`src/rtl/raymarch_frame_sequencer_pkg.sv`:
```
// Shared constants, camera register map and sequencer state encoding for the
// raymarch frame sequencer and its testbench-visible interface.
package raymarch_pkg;

    localparam int H_RES_DEF = 640;
    localparam int V_RES_DEF = 480;
    localparam int FB_AW     = 19;
    localparam int FP_W      = 27;

    localparam logic [FP_W-1:0] FP_ONE  = 27'h1fc0000;
    localparam logic [FP_W-1:0] FP_ZERO = 27'h0000000;
    localparam logic [FP_W-1:0] FP_FIVE = 27'h2050000;

    typedef enum logic [3:0] {
        LA11, LA12, LA13,
        LA21, LA22, LA23,
        LA31, LA32, LA33,
        EYE_X, EYE_Y, EYE_Z,
        CAM_N
    } cam_idx_e;

    localparam int CAM_REGS = int'(CAM_N);
    localparam int CAM_W    = CAM_REGS * FP_W;

    typedef enum logic [1:0] {
        IDLE,
        RUN,
        DRAIN
    } seq_state_e;

    // Camera power-up value: identity look-at, eye parked at z = 5.0.
    function automatic logic [FP_W-1:0] cam_reset_value(input int idx);
        logic [FP_W-1:0] value;
        value = FP_ZERO;
        if (idx == int'(LA11) || idx == int'(LA22) || idx == int'(LA33)) begin
            value = FP_ONE;
        end else if (idx == int'(EYE_Z)) begin
            value = FP_FIVE;
        end
        return value;
    endfunction

endpackage

```
`src/rtl/raymarch_frame_sequencer_if.sv`:
```
// Bus bundle between the frame sequencer (master) and the raymarcher,
// camera register writer and framebuffer (slave side).
interface raymarch_frame_sequencer_if
    import raymarch_pkg::*;
#(
    parameter int CORDW = 10
);

    logic              cam_wr_en;
    logic [3:0]        cam_wr_addr;
    logic [FP_W-1:0]   cam_wr_data;
    logic              cam_commit;

    logic [CORDW-1:0]  pixel_x;
    logic [CORDW-1:0]  pixel_y;
    logic [CAM_W-1:0]  cam_active;

    logic [7:0]        red;
    logic [7:0]        green;
    logic [7:0]        blue;

    logic              fb_we;
    logic [FB_AW-1:0]  fb_addr;
    logic [23:0]       fb_data;

    modport master (
        input  cam_wr_en, cam_wr_addr, cam_wr_data, cam_commit,
        input  red, green, blue,
        output pixel_x, pixel_y, cam_active,
        output fb_we, fb_addr, fb_data
    );

    modport slave (
        output cam_wr_en, cam_wr_addr, cam_wr_data, cam_commit,
        output red, green, blue,
        input  pixel_x, pixel_y, cam_active,
        input  fb_we, fb_addr, fb_data
    );

endinterface

```
`src/rtl/raymarch_frame_sequencer_tag_delay_line.sv`:
```
// Fixed-depth shift register that carries the pixel tag alongside the
// raymarcher pipeline; asynchronous clear drops every in-flight tag.
module tag_delay_line #(
    parameter int WIDTH = 1,
    parameter int DEPTH = 1
) (
    input  logic             clk,
    input  logic             rst_n,
    input  logic [WIDTH-1:0] tag_i,
    output logic [WIDTH-1:0] tag_o
);

    logic [WIDTH-1:0] stage_q [DEPTH];

    always_ff @(posedge clk or negedge rst_n) begin
        if (!rst_n) begin
            for (int i = 0; i < DEPTH; i++) begin
                stage_q[i] <= '0;
            end
        end else begin
            stage_q[0] <= tag_i;
            for (int i = 1; i < DEPTH; i++) begin
                stage_q[i] <= stage_q[i-1];
            end
        end
    end

    assign tag_o = stage_q[DEPTH-1];

endmodule

```
`src/rtl/raymarch_frame_sequencer.sv`:
```
// Frame timing owner for the free-running raymarcher: pixel scan, camera
// double-buffering and latency-matched framebuffer strobes.
// Optional SCAN_TEST_PATTERN_EN adds test_pat, replacing colour with {x,y,80}.
module raymarch_frame_sequencer
    import raymarch_pkg::*;
#(
    parameter int H_RES        = H_RES_DEF,
    parameter int V_RES        = V_RES_DEF,
    parameter int PIPE_LATENCY = 180,
    parameter int CORDW        = 10
) (
    input  logic clk,
    input  logic rst_n,
    input  logic run_en,
`ifdef SCAN_TEST_PATTERN_EN
    input  logic test_pat,
`endif
    raymarch_frame_sequencer_if.master bus,
    output logic busy,
    output logic frame_done
);

    localparam int DCW = (PIPE_LATENCY > 1) ? $clog2(PIPE_LATENCY) : 1;
    localparam logic [CORDW-1:0] X_LAST     = CORDW'(H_RES - 1);
    localparam logic [CORDW-1:0] Y_LAST     = CORDW'(V_RES - 1);
    localparam logic [DCW-1:0]   DRAIN_LAST = DCW'(PIPE_LATENCY - 1);
`ifdef SCAN_TEST_PATTERN_EN
    localparam int TAG_W = 1 + FB_AW + 16;
`else
    localparam int TAG_W = 1 + FB_AW;
`endif

    seq_state_e       state_q, state_d;
    logic [CORDW-1:0] x_q, x_d;
    logic [CORDW-1:0] y_q, y_d;
    logic [FB_AW-1:0] addr_q, addr_d;
    logic [DCW-1:0]   drain_cnt_q, drain_cnt_d;
    logic             pending_q, pending_d;
    logic             frame_start;
    logic             drain_last;

    logic [FP_W-1:0]  shadow_q [CAM_REGS];
    logic [FP_W-1:0]  active_q [CAM_REGS];

    logic [TAG_W-1:0] tag_in;
    logic [TAG_W-1:0] tag_out;
    logic             tag_valid;
    logic [FB_AW-1:0] tag_addr;

    logic             fb_we_q;
    logic [FB_AW-1:0] fb_addr_q;
    logic [23:0]      fb_data_q, fb_data_d;

    always_ff @(posedge clk or negedge rst_n) begin
        if (!rst_n) begin
            state_q     <= IDLE;
            x_q         <= '0;
            y_q         <= '0;
            addr_q      <= '0;
            drain_cnt_q <= '0;
            pending_q   <= 1'b0;
        end else begin
            state_q     <= state_d;
            x_q         <= x_d;
            y_q         <= y_d;
            addr_q      <= addr_d;
            drain_cnt_q <= drain_cnt_d;
            pending_q   <= pending_d;
        end
    end

    // The framebuffer address advances alongside x/y so no y*H_RES product is needed.
    always_comb begin
        state_d     = state_q;
        x_d         = x_q;
        y_d         = y_q;
        addr_d      = addr_q;
        drain_cnt_d = drain_cnt_q;
        frame_start = 1'b0;
        drain_last  = (state_q == DRAIN) && (drain_cnt_q == DRAIN_LAST);

        case (state_q)
            IDLE: begin
                if (run_en) begin
                    frame_start = 1'b1;
                end
            end
            RUN: begin
                if (x_q == X_LAST) begin
                    if (y_q == Y_LAST) begin
                        state_d     = DRAIN;
                        drain_cnt_d = '0;
                    end else begin
                        x_d    = '0;
                        y_d    = y_q + 1'b1;
                        addr_d = addr_q + 1'b1;
                    end
                end else begin
                    x_d    = x_q + 1'b1;
                    addr_d = addr_q + 1'b1;
                end
            end
            DRAIN: begin
                drain_cnt_d = drain_cnt_q + 1'b1;
                if (drain_last) begin
                    if (run_en) begin
                        frame_start = 1'b1;
                    end else begin
                        state_d = IDLE;
                    end
                end
            end
            default: begin
                state_d = IDLE;
            end
        endcase

        if (frame_start) begin
            state_d = RUN;
            x_d     = '0;
            y_d     = '0;
            addr_d  = '0;
        end
    end

    // A commit landing on the frame-start edge survives to the following frame.
    always_comb begin
        pending_d = pending_q | bus.cam_commit;
        if (frame_start) begin
            pending_d = bus.cam_commit;
        end
    end

    always_ff @(posedge clk or negedge rst_n) begin
        if (!rst_n) begin
            for (int k = 0; k < CAM_REGS; k++) begin
                shadow_q[k] <= cam_reset_value(k);
                active_q[k] <= cam_reset_value(k);
            end
        end else begin
            if (frame_start && pending_q) begin
                for (int k = 0; k < CAM_REGS; k++) begin
                    active_q[k] <= shadow_q[k];
                end
            end
            if (bus.cam_wr_en && (bus.cam_wr_addr < 4'(CAM_REGS))) begin
                shadow_q[bus.cam_wr_addr] <= bus.cam_wr_data;
            end
        end
    end

    for (genvar k = 0; k < CAM_REGS; k++) begin : g_cam_pack
        assign bus.cam_active[k*FP_W +: FP_W] = active_q[k];
    end

`ifdef SCAN_TEST_PATTERN_EN
    assign tag_in = {state_q == RUN, addr_q, x_q[7:0], y_q[7:0]};
`else
    assign tag_in = {state_q == RUN, addr_q};
`endif

    tag_delay_line #(
        .WIDTH (TAG_W),
        .DEPTH (PIPE_LATENCY)
    ) u_tag_delay (
        .clk   (clk),
        .rst_n (rst_n),
        .tag_i (tag_in),
        .tag_o (tag_out)
    );

    assign tag_valid = tag_out[TAG_W-1];
    assign tag_addr  = tag_out[TAG_W-2 -: FB_AW];

    always_comb begin
        fb_data_d = {bus.red, bus.green, bus.blue};
`ifdef SCAN_TEST_PATTERN_EN
        if (test_pat) begin
            fb_data_d = {tag_out[15:8], tag_out[7:0], 8'h80};
        end
`endif
    end

    // Colour arrives with the delayed tag, so one shared register stage keeps all three aligned.
    always_ff @(posedge clk or negedge rst_n) begin
        if (!rst_n) begin
            fb_we_q   <= 1'b0;
            fb_addr_q <= '0;
            fb_data_q <= '0;
        end else begin
            fb_we_q   <= tag_valid;
            fb_addr_q <= tag_addr;
            fb_data_q <= fb_data_d;
        end
    end

    assign bus.pixel_x = x_q;
    assign bus.pixel_y = y_q;
    assign bus.fb_we   = fb_we_q;
    assign bus.fb_addr = fb_addr_q;
    assign bus.fb_data = fb_data_q;
    assign busy        = (state_q != IDLE);
    assign frame_done  = drain_last;

endmodule

```
`src/flat_wrapper.sv`:
```
// flat-port wrapper written by rule: the top's interface ports become plain ports
module raymarch_frame_sequencer_flat import raymarch_pkg::*;
#(
    parameter int H_RES        = H_RES_DEF,
    parameter int V_RES        = V_RES_DEF,
    parameter int PIPE_LATENCY = 180,
    parameter int CORDW        = 10
)
  (clk, rst_n, run_en, busy, frame_done, bus_cam_wr_en, bus_cam_wr_addr, bus_cam_wr_data, bus_cam_commit, bus_red, bus_green, bus_blue, bus_pixel_x, bus_pixel_y, bus_cam_active, bus_fb_we, bus_fb_addr, bus_fb_data);
  raymarch_frame_sequencer_if #(.CORDW(CORDW)) bus_i ();
  input  logic clk;
  input  logic rst_n;
  input  logic run_en;
  output logic busy;
  output logic frame_done;
  input wire logic [$bits(bus_i.cam_wr_en)-1:0] bus_cam_wr_en;
  input wire logic [$bits(bus_i.cam_wr_addr)-1:0] bus_cam_wr_addr;
  input wire logic [$bits(bus_i.cam_wr_data)-1:0] bus_cam_wr_data;
  input wire logic [$bits(bus_i.cam_commit)-1:0] bus_cam_commit;
  input wire logic [$bits(bus_i.red)-1:0] bus_red;
  input wire logic [$bits(bus_i.green)-1:0] bus_green;
  input wire logic [$bits(bus_i.blue)-1:0] bus_blue;
  output wire logic [$bits(bus_i.pixel_x)-1:0] bus_pixel_x;
  output wire logic [$bits(bus_i.pixel_y)-1:0] bus_pixel_y;
  output wire logic [$bits(bus_i.cam_active)-1:0] bus_cam_active;
  output wire logic [$bits(bus_i.fb_we)-1:0] bus_fb_we;
  output wire logic [$bits(bus_i.fb_addr)-1:0] bus_fb_addr;
  output wire logic [$bits(bus_i.fb_data)-1:0] bus_fb_data;
  assign bus_i.cam_wr_en = bus_cam_wr_en;
  assign bus_i.cam_wr_addr = bus_cam_wr_addr;
  assign bus_i.cam_wr_data = bus_cam_wr_data;
  assign bus_i.cam_commit = bus_cam_commit;
  assign bus_i.red = bus_red;
  assign bus_i.green = bus_green;
  assign bus_i.blue = bus_blue;
  assign bus_pixel_x = bus_i.pixel_x;
  assign bus_pixel_y = bus_i.pixel_y;
  assign bus_cam_active = bus_i.cam_active;
  assign bus_fb_we = bus_i.fb_we;
  assign bus_fb_addr = bus_i.fb_addr;
  assign bus_fb_data = bus_i.fb_data;
  raymarch_frame_sequencer #(.H_RES(H_RES), .V_RES(V_RES), .PIPE_LATENCY(PIPE_LATENCY), .CORDW(CORDW)) u_core (.clk(clk), .rst_n(rst_n), .run_en(run_en), .bus(bus_i), .busy(busy), .frame_done(frame_done));
endmodule
```
`config.mk`:
```
export PLATFORM = sky130hd
export DESIGN_NAME = raymarch_frame_sequencer_flat
export DESIGN_NICKNAME = d
export VERILOG_FILES = /design/src/rtl/raymarch_frame_sequencer_pkg.sv /design/src/rtl/raymarch_frame_sequencer_if.sv /design/src/rtl/raymarch_frame_sequencer_tag_delay_line.sv /design/src/rtl/raymarch_frame_sequencer.sv /design/src/flat_wrapper.sv
export SDC_FILE = /design/constraint.sdc
export NUM_CORES = 2
export LEC_CHECK = 0
export ABC_CLOCK_PERIOD_IN_PS = 2200
export CORE_MARGIN = 10
export CORE_UTILIZATION = 48
export DETAILED_ROUTE_END_ITERATION = 12
export PLACE_DENSITY_LB_ADDON = 0.15
export RECOVER_POWER = 50
export SYNTH_ARGS = -nofsm -noshare
export SYNTH_HDL_FRONTEND = slang
export SYNTH_SLANG_ARGS = --single-unit
```
`constraint.sdc`:
```
create_clock -name clk -period 2.2 [get_ports clk]
set_input_delay 0.44 -clock clk [delete_from_list [all_inputs] [get_ports clk]]
set_output_delay 0.44 -clock clk [all_outputs]
set_load 0.02 [all_outputs]
```
==> out/qor.csv <==
stage,metric,value,unit
routing,first_pass_iters,5,
global_routing,grt_first_pass_wirelength,312000,µm
floorplanning,die_w,516,µm
run_status,status,finished with violations,
finish,fin_util,0.595,
pwr,swShare,0.200,
sta,relSlewSlack,-0.253,
sta,fin_crit,2.88,ns
floorplanning,die_h,516,µm
logic_synthesis,synth_seq_cells,4342,
hold_path,hp-class,in2reg,
placed_design,io_buffers,449,
pwr,p_switching,31.9,mW
routing,vias,46465,
logic_synthesis,synth_edf_count,0,
sta,max_freq,0.347,GHz
logic_synthesis,synth_nets,5389,
sta,tightestPinTransition,1.88,ns
logic_synthesis,synth_ff_type,dfrtp_1,
finish,syn2layout_area_growth,23.0,%
global_routing,grt_pass1_vias,52297,
logic_synthesis,yosys_warnings,0,
sta,tns,-625.38,ns
setup_path,arrival,3.69,ns
sta,hold_violations,0,
global_routing,grt_max_degree,163,
floorplanning,design.die.area,0.266,mm²
routing,drtIter0Drc,2742,
sta,grt_setup_unrepaired,yes,
pwr,power.total,159,mW
finish,layout-drive-gt1-share,0.257,
placed_design,place_congestion,0.775,
global_routing,grt-ovfl-total,0,
floorplanning,io_pins,450,
routing,ant_nets,0,
cts,clock-sinks,4342,
pwr,p_comb_frac,0.026,
cts,htreeDepth,5,
routing,vias_per_cell,4.67,
setup_path,critPathMaxFanout,6,
sta,setup_violations,2576,
pwr,clkPwrFrac,0.453,
logic_synthesis,async_flop_share,1.00,
logic_synthesis,synthCells,5325,
cts,cts.clk_slew.worst_paths,0.06,ns
sta,finalCritPeriodShare,1.31,
setup_path,crit_required,3.01,ns
placed_design,dp_hpwl,102000,µm
cts,clock_latency,0.93,ns
cts,cts_buffer_depth,4,
routing,wl_per_cell,19.8,µm
pwr,internal_power,128,mW
sta,finClkSkew,0.0606,ns
finish,final_nets,6484,
logic_synthesis,netlist_area,0.118,mm²
logic_synthesis,synth_cell_types,51,
run,cap_violations,2,
hold_path,hold_depth,2,
pwr,leakagePower,74.4,nW
logic_synthesis,ys_seq_area_frac,0.922,
run_status,violations,"max-capacitance violations, max-slew violations, negative setup slack",
sta,drv_slew,26,
routing,routed_wl,197000,µm
floorplanning,core-area,0.244,mm²
floorplanning,rows,181,
setup_path,r2r_cells,11,
cts,cts_root_buf,clkbuf_16,
cts,cts_tree,built,
logic_synthesis,synth.avg_cell_area,22.1,µm²
sta,fin_ws,-0.684,ns
pwr,p_per_area,1100,mW/mm²
setup_path,critPathLaunchType,flop,
global_routing,antenna_found_initial,20,
finish,fillers,17259,
cts,cts_buffers,422,
floorplanning,start_util,0.484,
setup_path,end_kind,flop,
pwr,seqPwrFrac,0.520,
routing,drcViolationCount,0,
pwr,peakVddDrop,0.794,mV
global_routing,grt_use_total,0.149,
setup_path,worstSetupPathType,reg2reg,
placed_design,pre_cts_ws,-0.301,ns
logic make-up (layout without fill, tap and decap cells):
logic type                 after synthesis  after routing  synth area share
DFF                                   4342           4342             0.922
muxes                                  652            652            0.0623
and+or+nand+nor                        153            160           0.00677
buffers and inverters                  102           1508           0.00361
AOI/OAI and AO/OA                       55             55           0.00327
xor gates and xnor gates                17             17           0.00126
adders and majority gates                4              4          0.000425
other                                    0              3                 0
worst max-delay path: stages (launching register included):
cell and delay, ns:
dfrtp_1 0.38, ha_4 0.15, nand4_1 0.07, or4_4 0.54, buf_4 0.16, a211oi_4 0.25
buf_12 0.19, buf_12 0.11, nand2_8 0.10, buf_16 0.28, buf_16 0.17, mux2_1 0.32
state kept, by name (all words and copies together), names as in the netlist:
register and count:
u_core.addr_q 19, u_core.bus.cam_active 324, u_core.bus.fb_addr 19, u_core.bus.fb_data 24, u_core.bus.fb_we 1, u_core.bus.pixel_x 10
u_core.bus.pixel_y 10, u_core.drain_cnt_q 8, u_core.pending_q 1, u_core.shadow_q 324, u_core.state_q 2, u_core.u_tag_delay.stage_q 3580
u_core.u_tag_delay.tag_o 20
Yosys cell counts, drive strengths merged (2+ instances only):
cell | number | area [µm²]
xor2 | 14 | 123
o2111ai | 4 | 35.0
nand4 | 13 | 81.3
o21ai | 11 | 58.8
nand2b | 7 | 43.8
nor3 | 14 | 70.1
xnor2 | 3 | 26.3
or2 | 2 | 12.5
a21o | 2 | 15.0
and2 | 4 | 25.0
dfrtp | 4294 | 107000
o211ai | 12 | 90.1
nand2 | 33 | 126
buf | 34 | 170
clkbuf | 66 | 248
o21a | 2 | 15.0
dfstp | 48 | 1260
o31ai | 10 | 75.1
and3 | 2 | 12.5
or4 | 4 | 33.8
mux2i | 4 | 40.0
a21oi | 9 | 45.0
and4 | 3 | 26.3
nor2b | 3 | 18.8
ha | 4 | 50.1
nor4 | 4 | 31.3
nor2 | 31 | 116
or3 | 3 | 18.8
nand3 | 23 | 115
mux2 | 648 | 7300
power groups by stage:
| stage | clock network (mW) | logic (mW) | registers [mW] |
|---|---|---|---|
| 6_report | 72.3 | 4.16 | 83.0 |
| 5_1_grt | 78.3 | 4.71 | 83.2 |
| 4_1_cts | 74.8 | 4.34 | 83.0 |
| 3_5_place_dp | 0 | 4.31 | 84.4 |
| 3_3_place_gp | 0 | 4.13 | 84.3 |
| 2_1_floorplan | 0 | 1.48 | 84.2 |
cell type report:
type	instances	area, µm²	area share
diodes	3	7.51	0.0000518
clock inverters	139	1920	0.0133
well taps	3202	4010	0.0276
repair buffers	764	8750	0.0603
inverters	2	7.51	0.0000518
clock buffers	603	12300	0.0847
flip-flops and latches	4342	109000	0.750
multi-input cells	888	9250	0.0638
path summary, 6_finish.rpt:
path                                                       start  slack (ns)                          endpoint
worst min register to register  u_core.u_tag_delay.stage_q[2836]        0.29  u_core.u_tag_delay.stage_q[2816]
min in group asynchronous                                  rst_n        1.30    u_core.u_tag_delay.stage_q[42]
max in group asynchronous                                  rst_n       -0.51               u_core.shadow_q[17]
worst min-delay path                              bus_cam_commit        0.14                  u_core.pending_q
worst max-delay path                       u_core.drain_cnt_q[1]       -0.68        u_core.bus.cam_active[162]
worst max register to register             u_core.drain_cnt_q[1]       -0.68        u_core.bus.cam_active[162]
stage by stage:
stage | instance area (µm²) | std cells | hold slack (ns)
finish | 145000 | 9943 | 0.141
detailed placement | 128000 | 9092 | 0.335
global route | 145000 | 9941 | 0.104
global placement | 128000 | 9092 | 0.331
CTS | 144000 | 9886 | 0.0632
floorplan | 118000 | 5325 | 0.144
cell usage in the layout, fill, tap and decap left out, types with 12 or more instances in the layout:
cell,count
buf_12,72
buf_16,20
buf_2,27
buf_4,151
buf_6,17
bufinv_16,45
clkbuf_1,87
clkbuf_16,450
clkbuf_2,19
clkbuf_8,91
clkdlybuf4s15_1,59
clkdlybuf4s15_2,134
clkdlybuf4s50_1,34
clkinv_2,70
clkinvlp_4,15
dfrtp_1,4238
dfrtp_2,56
dfstp_2,48
dlygate4sd2_1,65
dlygate4sd3_1,48
dlymetal6s2s_1,84
mux2_1,177
mux2_2,388
mux2_4,83
nand2_1,32
nand3_1,23
nand4_1,13
nor2_1,26
nor3_1,13
o211ai_1,12
xor2_1,14
routing by layer:
| layer | vias to the layer above | track usage | share of wire |
|---|---|---|---|
| li1 | 19489 | - | - |
| met3 | 443 | 0.0339 | 0.048 |
| met4 | 6 | 0.0498 | 0.031 |
| met1 | 25585 | 0.215 | 0.45 |
| met2 | 942 | 0.228 | 0.47 |
| met5 | - | 0 | 0.00027 |
timing repair:
action,4_1_cts,5_1_grt
hold buffers,24,0
hold endpoints to repair,1430,0
pin swaps,2,6
setup buffers,11,19
cloned,17,35
setup endpoints to repair,711,449
resized for setup,896,171
Note: power is estimated with default switching activity, not from simulation.
